File: config.mk
export PLATFORM = sky130hd
export DESIGN_NAME = fetch_pc_unit_flat
export DESIGN_NICKNAME = d
export VERILOG_FILES = /design/src/rtl/fetch_pc_unit_if.sv /design/src/rtl/fetch_pc_unit.sv /design/src/flat_wrapper.sv
export SDC_FILE = /design/constraint.sdc
export NUM_CORES = 1
export LEC_CHECK = 0
export CAP_MARGIN = 20
export CELL_PAD_IN_SITES_DETAIL_PLACEMENT = 2
export CELL_PAD_IN_SITES_GLOBAL_PLACEMENT = 2
export CORE_ASPECT_RATIO = 1.2
export CORE_UTILIZATION = 32
export CTS_CLUSTER_SIZE = 10
export DETAILED_ROUTE_END_ITERATION = 10
export PLACE_DENSITY = 0.91
export SYNTH_ARGS = -nofsm -noshare
export SYNTH_HDL_FRONTEND = slang
export SYNTH_SLANG_ARGS = --single-unit
File: constraint.sdc
create_clock -name clk -period 3.6 [get_ports clk]
set_clock_uncertainty 0.05 [all_clocks]
set_input_delay 0.72 -clock clk [delete_from_list [all_inputs] [get_ports clk]]
set_output_delay 0.72 -clock clk [all_outputs]
set_load 0.01 [all_outputs]
File: src/rtl/fetch_pc_unit_if.sv
// Fetch PC unit bus: decode/execute controls in, fetch address and tag out.
interface fetch_pc_unit_if #(
    parameter int unsigned PC_W  = 15,
    parameter int unsigned CNT_W = 32
) ();
    logic            stall;
    logic            redirect;
    logic [PC_W-1:0] redirect_pc;
    logic            halt;
    logic            resume;
    logic [PC_W-1:0] pc;
    logic [PC_W-1:0] pc_if;
    logic            inst_valid;
    logic            halted;
    logic [CNT_W-1:0] fetch_cnt;

    modport master (
        output stall, redirect, redirect_pc, halt, resume,
        input  pc, pc_if, inst_valid, halted, fetch_cnt
    );

    modport slave (
        input  stall, redirect, redirect_pc, halt, resume,
        output pc, pc_if, inst_valid, halted, fetch_cnt
    );
endinterface

File: src/rtl/fetch_pc_unit.sv
// Program counter and fetch sequencing with a 2-deep PC/valid tag pipeline
// matching the fetch stage's 2-cycle ROM latency.
module fetch_pc_unit #(
    parameter int unsigned     PC_W     = 15,
    parameter logic [PC_W-1:0] RESET_PC = '0,
    parameter int unsigned     CNT_W    = 32
) (
    input logic            clk,
    input logic            rst,
    fetch_pc_unit_if.slave bus
);

    typedef enum logic [1:0] {RUN, HOLD, HALT} state_t;

    state_t           state, state_n;
    logic [PC_W-1:0]  pc, pc_n;
    logic [PC_W-1:0]  t1_pc, t2_pc;
    logic             t1_v, t2_v;
    logic [CNT_W-1:0] cnt;
    logic             ev_redirect, ev_halt, ev_replay, flush, issue;

    // Event decode in priority order: redirect > halt > replay > normal issue.
    always_comb begin
        ev_redirect = bus.redirect && (state != HALT);
        ev_halt     = bus.halt && (state == RUN) && !bus.redirect;
        ev_replay   = bus.stall && t2_v && (state == RUN) && !bus.redirect && !bus.halt;
        flush       = ev_redirect || ev_halt || ev_replay;
        issue       = (state == RUN) && !flush;
    end

    // Next PC and next state selection.
    always_comb begin
        state_n = state;
        pc_n    = pc;
        if (ev_redirect) begin
            pc_n    = bus.redirect_pc;
            state_n = RUN;
        end else if (ev_halt) begin
            pc_n    = t2_pc + 1'b1;
            state_n = HALT;
        end else if (ev_replay) begin
            pc_n    = t2_pc;
            state_n = HOLD;
        end else begin
            case (state)
                RUN:  pc_n = pc + 1'b1;
                HOLD: if (!bus.stall) state_n = RUN;
                HALT: if (bus.resume) state_n = RUN;
                default: state_n = RUN;
            endcase
        end
    end

    // State, PC, tag pipeline and fetch counter registers.
    always_ff @(posedge clk or posedge rst) begin
        if (rst) begin
            state <= RUN;
            pc    <= RESET_PC;
            t1_pc <= '0;
            t1_v  <= 1'b0;
            t2_pc <= '0;
            t2_v  <= 1'b0;
            cnt   <= '0;
        end else begin
            state <= state_n;
            pc    <= pc_n;
            t1_pc <= pc;
            t1_v  <= issue;
            t2_pc <= t1_pc;
            // Any flush event also kills the tag that would reach the output next.
            t2_v  <= t1_v && !flush;
            if (issue && (cnt != '1)) begin
                cnt <= cnt + 1'b1;
            end
        end
    end

    assign bus.pc         = pc;
    assign bus.pc_if      = t2_pc;
    assign bus.inst_valid = t2_v;
    assign bus.halted     = (state == HALT);
    assign bus.fetch_cnt  = cnt;

endmodule

File: src/flat_wrapper.sv
// flat-port wrapper written by rule: the top's interface ports become plain ports
module fetch_pc_unit_flat 
#(
    parameter int unsigned     PC_W     = 15,
    parameter logic [PC_W-1:0] RESET_PC = '0,
    parameter int unsigned     CNT_W    = 32
)
  (clk, rst, bus_stall, bus_redirect, bus_redirect_pc, bus_halt, bus_resume, bus_pc, bus_pc_if, bus_inst_valid, bus_halted, bus_fetch_cnt);
  fetch_pc_unit_if #(.PC_W(PC_W), .CNT_W(CNT_W)) bus_i ();
  input logic clk;
  input logic rst;
  input wire logic [$bits(bus_i.stall)-1:0] bus_stall;
  input wire logic [$bits(bus_i.redirect)-1:0] bus_redirect;
  input wire logic [$bits(bus_i.redirect_pc)-1:0] bus_redirect_pc;
  input wire logic [$bits(bus_i.halt)-1:0] bus_halt;
  input wire logic [$bits(bus_i.resume)-1:0] bus_resume;
  output wire logic [$bits(bus_i.pc)-1:0] bus_pc;
  output wire logic [$bits(bus_i.pc_if)-1:0] bus_pc_if;
  output wire logic [$bits(bus_i.inst_valid)-1:0] bus_inst_valid;
  output wire logic [$bits(bus_i.halted)-1:0] bus_halted;
  output wire logic [$bits(bus_i.fetch_cnt)-1:0] bus_fetch_cnt;
  assign bus_i.stall = bus_stall;
  assign bus_i.redirect = bus_redirect;
  assign bus_i.redirect_pc = bus_redirect_pc;
  assign bus_i.halt = bus_halt;
  assign bus_i.resume = bus_resume;
  assign bus_pc = bus_i.pc;
  assign bus_pc_if = bus_i.pc_if;
  assign bus_inst_valid = bus_i.inst_valid;
  assign bus_halted = bus_i.halted;
  assign bus_fetch_cnt = bus_i.fetch_cnt;
  fetch_pc_unit #(.PC_W(PC_W), .RESET_PC(RESET_PC), .CNT_W(CNT_W)) u_core (.clk(clk), .rst(rst), .bus(bus_i));
endmodule
# Word level (Yosys, flattened, before mapping)
# Cells that the tools add are included.
# totals
in_bits	21
output_inout_bits	64
wordCells	45
ff_bits	81
# classes
add_sub_neg	3
eq_ne	7
n_reduce_logical	18
mux	10
# ops
op	n
$mux W15	4
$add A32 B1 Y32 const B	1
$ne A32 B32 Y1 const B	1
$add A15 B1 Y15 const B	2
$logic_and A1 B1 Y1	10
$mux W2	5
$ne A5 B2 Y1 const B	2
$pmux W2 S3	1
$ne A4 B1 Y1 const B	1
$reduce_bool A4 Y1	1
$logic_not A1 Y1	3
$reduce_and A3 Y1	1
$eq A2 B1 Y1 const B	1
$eq A2 B2 Y1 const B	1
$logic_not A2 Y1	1
$logic_or A1 B1 Y1	2
$ne A2 B2 Y1 const B	1

# Longest topological paths before layout
# depth
word_depth	8
mapped_depth	7
depth_no_buf	6

# Worst setup path before layout
# Ideal clock, no wire load.
# synth_path
path_kind	input to register
start	input bus_halt
end	register u_core.cnt[18] (netlist: u_core.bus.fetch_cnt[18])
t_arrival_ps	2596
path_stages	5
setup_time_ps	127
required_time_ps	3423
path_slack_ps	826
path_buffers	0
path_cell_list	or4_4 -> or4b_4 -> or3_4 -> nor2_1 -> mux2_1
# synth_between
elab_chain_cells	7
elab_cells_between_ends	9
cone_classes	reduce/logical (9)
# synth_rtl
item	line	source
from (decl)	flat_wrapper.sv:15	input wire logic [$bits(bus_i.halt)-1:0] bus_halt;
$logic_and A1 B1 Y1 (2 in a row)	fetch_pc_unit.sv:25	ev_halt = bus.halt && (state == RUN) && !bus.redirect;
$logic_or A1 B1 Y1	fetch_pc_unit.sv:27	flush = ev_redirect || ev_halt || ev_replay;
$logic_or A1 B1 Y1 (*)	fetch_pc_unit.sv:27	
$logic_not A1 Y1 (*)	fetch_pc_unit.sv:28	issue = (state == RUN) && !flush;
$logic_and A1 B1 Y1 (*)	fetch_pc_unit.sv:28	
$logic_and A1 B1 Y1 (*)	fetch_pc_unit.sv:72	if (issue && (cnt != '1)) begin
to (signal assigned)	fetch_pc_unit.sv:73	cnt <= cnt + 1'b1;
to (decl)	fetch_pc_unit.sv:19	logic [CNT_W-1:0] cnt;
# Every way passes the cells marked *; elsewhere a longest branch is shown, timed or not.
# A chain may end at the register's enable or synchronous reset.

# Final worst setup path
# Ends and elaborated chain as after synthesis.

==> parameters.txt <==
Parameter                              Value

Flow run
  Max-cap violation count ... 0

Synth
  Cell with the most instances after synthesis ... sky130_fd_sc_hd__dfrtp_1
  Yosys warnings ... 0
  EDFF count, synth ... 0
  Synthesized area per cell ... 10.2 µm²
  Cell types with the largest area share after synthesis ... sky130_fd_sc_hd__dfrtp_1, sky130_fd_sc_hd__xnor2_1, sky130_fd_sc_hd__nand2_1
  Biggest area consumer among synthesized cells ... sky130_fd_sc_hd__dfrtp_1
  Top cell types by occurrence after synthesis ... sky130_fd_sc_hd__dfrtp_1, sky130_fd_sc_hd__nand2_1, sky130_fd_sc_hd__xnor2_1
  Leading register cell type out of synthesis ... sky130_fd_sc_hd__dfrtp_1
  Portion of synthesized cell area occupied by the leading cell type ... 51.2%
  Share of synthesized flip-flops with an asynchronous set or reset ... 100%
  Net count of the mapped netlist ... 414
  Post-synthesis register bit count ... 81
  Sequential element share of the synthesized area ... 51.2%
  Cell area after technology mapping ... 0.00396 mm²
  Unique masters post-synth ... 56
  Number of instances in the synthesized netlist ... 390

Final layout
  Layout Utilization ... 44.2%
  Ratio of cells with drive above 1 in the final layout ... 6.97%
  Non-filler instance count after layout ... 649
  Number of diodes ... 0
  Layout overhead on the synthesized area ... 35.0%
  Final layout net count ... 507

Power
  Highest ir drop seen on vdd ... 226 µV
  Part of the power in the clock network ... 32.2%
  Comb pwr share ... 24.7%
  Lkg Pwr ... 2.13 nW
  Switching Fraction ... 32.9%
  Power density relative to cell area ... 577 mW/mm²
  Int Power ... 0.00207 W
  Switching power ... 0.00101 W
  Sequential fraction of design power ... 43.0%

Place
  Placed Instances ... 633
  Count of input and output buffers ... 84
  Final HPWL from detailed placement ... 10100 µm
  Routability-driven placement congestion ratio ... 0.824

CTS
  Worst skew pair latency ... 340 ps
  Htree depth ... 3
  Number of buffers on the longest clock path ... 2
  Hold buffer count at cts ... 0
  Clock edge transition at the registers on the reported setup and hold paths ... 60 ps
  Clock buffers created by TritonCTS ... 9
  Clock root buffer ... sky130_fd_sc_hd__clkbuf_16
  Cells resized by post-CTS repair ... 0
  Count of clock tree sinks ... 81
  Number of setup buffers added after CTS ... 0
  CTS tree ... done

STA
  Setup TNS ... 0 ps
  Clock period minus worst slack ... 2990 ps
  Hold Worst Slack ... 297 ps
  Transition time of the tightest slew-check pin ... 813 ps
  Worst rel slew slack ... 45.4%
  Final Slew Violations ... 0
  Number of failing setup endpoints in the final timing report ... 0
  RSZ-0062 raised after global routing ... no
  Final hold vios ... 0
  Final worst-path cycle share ... 83.1%
  Max Fclk ... 334 MHz

Floorplanning
  Area of the die ... 0.0128 mm²
  Placement Rows ... 44
  Die Span X ... 104 µm
  Chip Height ... 124 µm
  Number of I/O pins ... 85
  Core ar. ... 0.0121 mm²
  Effective utilization at floorplan ... 32.7%

GRT
  Overflow left after global routing ... 0
  Initial antenna violation count ... 0
  Wire length of the first global-routing pass ... 23800 µm
  Vias in the first global route ... 4145
  Maximum number of pins on one net before global-route repair ... 82
  Total global-route track usage ... 24.6%

Worst setup path
  R2R cell count ... 5
  Crit path arrival time ... 3170 ps
  Endpoint type of the worst setup path ... flop
  Reg2Reg Launch Point ... u_core.state[0]
  Crit path max fanout ... 5
  Startpoint kind of the worst setup timing path ... input port
  Worst setup path category ... input port to flop
  Setup slack, reg-to-reg ... 1010 ps
  Worst setup path start ... bus_halt
  Endpoint of the lowest-slack register-to-register path ... u_core.bus.fetch_cnt[18]
  Required time of the critical path ... 3780 ps
  Endpoint of the most critical setup path ... u_core.bus.fetch_cnt[18]

Routing
  Vias per Instance ... 5.61
  Total Wirelength ... 14900 µm
  Via count ... 3638
  Count of nets left with antenna violations after detail routing ... 0
  TritonRoute pass-1 iters ... 4
  DRC viols ... 0
  Post-detailed-route wirelength per cell ... 22.9 µm
  Detailed router's first-iteration violation count ... 112

Worst hold path
  Source of the worst hold timing path ... u_core.t1_pc[4]
  Worst min-delay path class ... flop to flop
  Number of cells on the worst hold path ... 0

Run status
  Outcome ... finished, final reports clean
area by class of cell:
class / instances / area (µm²)
clock buffers: 10 / 229
fillers: 1257 / 6760
clock inverters: 6 / 82.6
well taps: 161 / 201
repair buffers: 93 / 921
flip-flops and latches: 81 / 2030
multi-input cells: 291 / 1860
inverters: 7 / 27.5
layout by cell type, fill, tap and decap left out, drive strengths merged, types with 5 or more instances in the layout:
| master | instances |
|---|---|
| and3 | 8 |
| nand2 | 37 |
| clkbuf | 10 |
| nand4 | 18 |
| inv | 6 |
| nor2 | 22 |
| buf | 9 |
| nor4 | 10 |
| o21ai | 25 |
| xor2 | 15 |
| a21oi | 16 |
| nand3 | 25 |
| and4 | 5 |
| dfrtp | 81 |
| nor3 | 12 |
| clkdlybuf4s50 | 84 |
| xnor2 | 34 |
worst max-delay path, stage by stage:
cell and delay, ps:
sky130_fd_sc_hd__clkdlybuf4s50_1 430, sky130_fd_sc_hd__or4_4 580, sky130_fd_sc_hd__or4b_4 590, sky130_fd_sc_hd__or3_4 410, sky130_fd_sc_hd__nor2_1 110, sky130_fd_sc_hd__mux2_1 320
flip-flops by register name, indices dropped and copies added, names as in the netlist:
signal and cells:
u_core.bus.inst_valid 1, u_core.t1_pc 15, u_core.t1_v 1, u_core.bus.fetch_cnt 32
u_core.bus.pc_if 15, u_core.state 2, u_core.bus.pc 15
worst min path at each step:
stage,endpoint,slack [ps]
2_1_floorplan,u_core.bus.pc_if[0],280
3_3_place_gp,u_core.bus.pc_if[4],280
3_5_place_dp,u_core.bus.pc_if[2],290
4_1_cts,u_core.bus.pc_if[8],300
5_1_grt,u_core.bus.pc_if[8],310
6_report,u_core.bus.pc_if[4],300
kinds of logic after synthesis:
group / after synthesis / synth area share, %
AO/OA/AOI/OAI: 77 / 12.5
XOR/XNOR: 49 / 10.8
adder cells (fa/ha/maj): 3 / 0.947
buffers and inverters: 18 / 1.89
flip-flops: 81 / 51.2
multiplexers: 4 / 1.11
AND/OR/NAND/NOR: 158 / 21.6
routing by layer:
metal,routed length [µm],global-route usage [%],vias to the layer above,part of all wire [%]
li1,-,-,1617,-
met1,5900,27.2,1878,40
met2,7910,45.1,113,53
met3,692,5.49,30,4.6
met4,391,11.6,0,2.6
met5,0,0,-,0
power groups by stage:
| stage | logic, W | clock network, W | registers, W |
|---|---|---|---|
| 2_1_floorplan | 0.000302 | 0 | 0.00130 |
| 3_3_place_gp | 0.000697 | 0 | 0.00131 |
| 3_5_place_dp | 0.000738 | 0 | 0.00133 |
| 4_1_cts | 0.000768 | 0.00101 | 0.00132 |
| 5_1_grt | 0.000817 | 0.00104 | 0.00136 |
| 6_report | 0.000763 | 0.000995 | 0.00133 |
stage by stage:
stage	setup WS (ps)	total power, W	instance area (µm²)
2_1_floorplan	750	0.00160	3960
3_3_place_gp	288	0.00201	5040
3_5_place_dp	249	0.00207	5040
4_1_cts	608	0.00310	5350
5_1_grt	532	0.00321	5350
6_report	608	0.00308	5350
No activity file was read; power rests on OpenSTA's default activity.
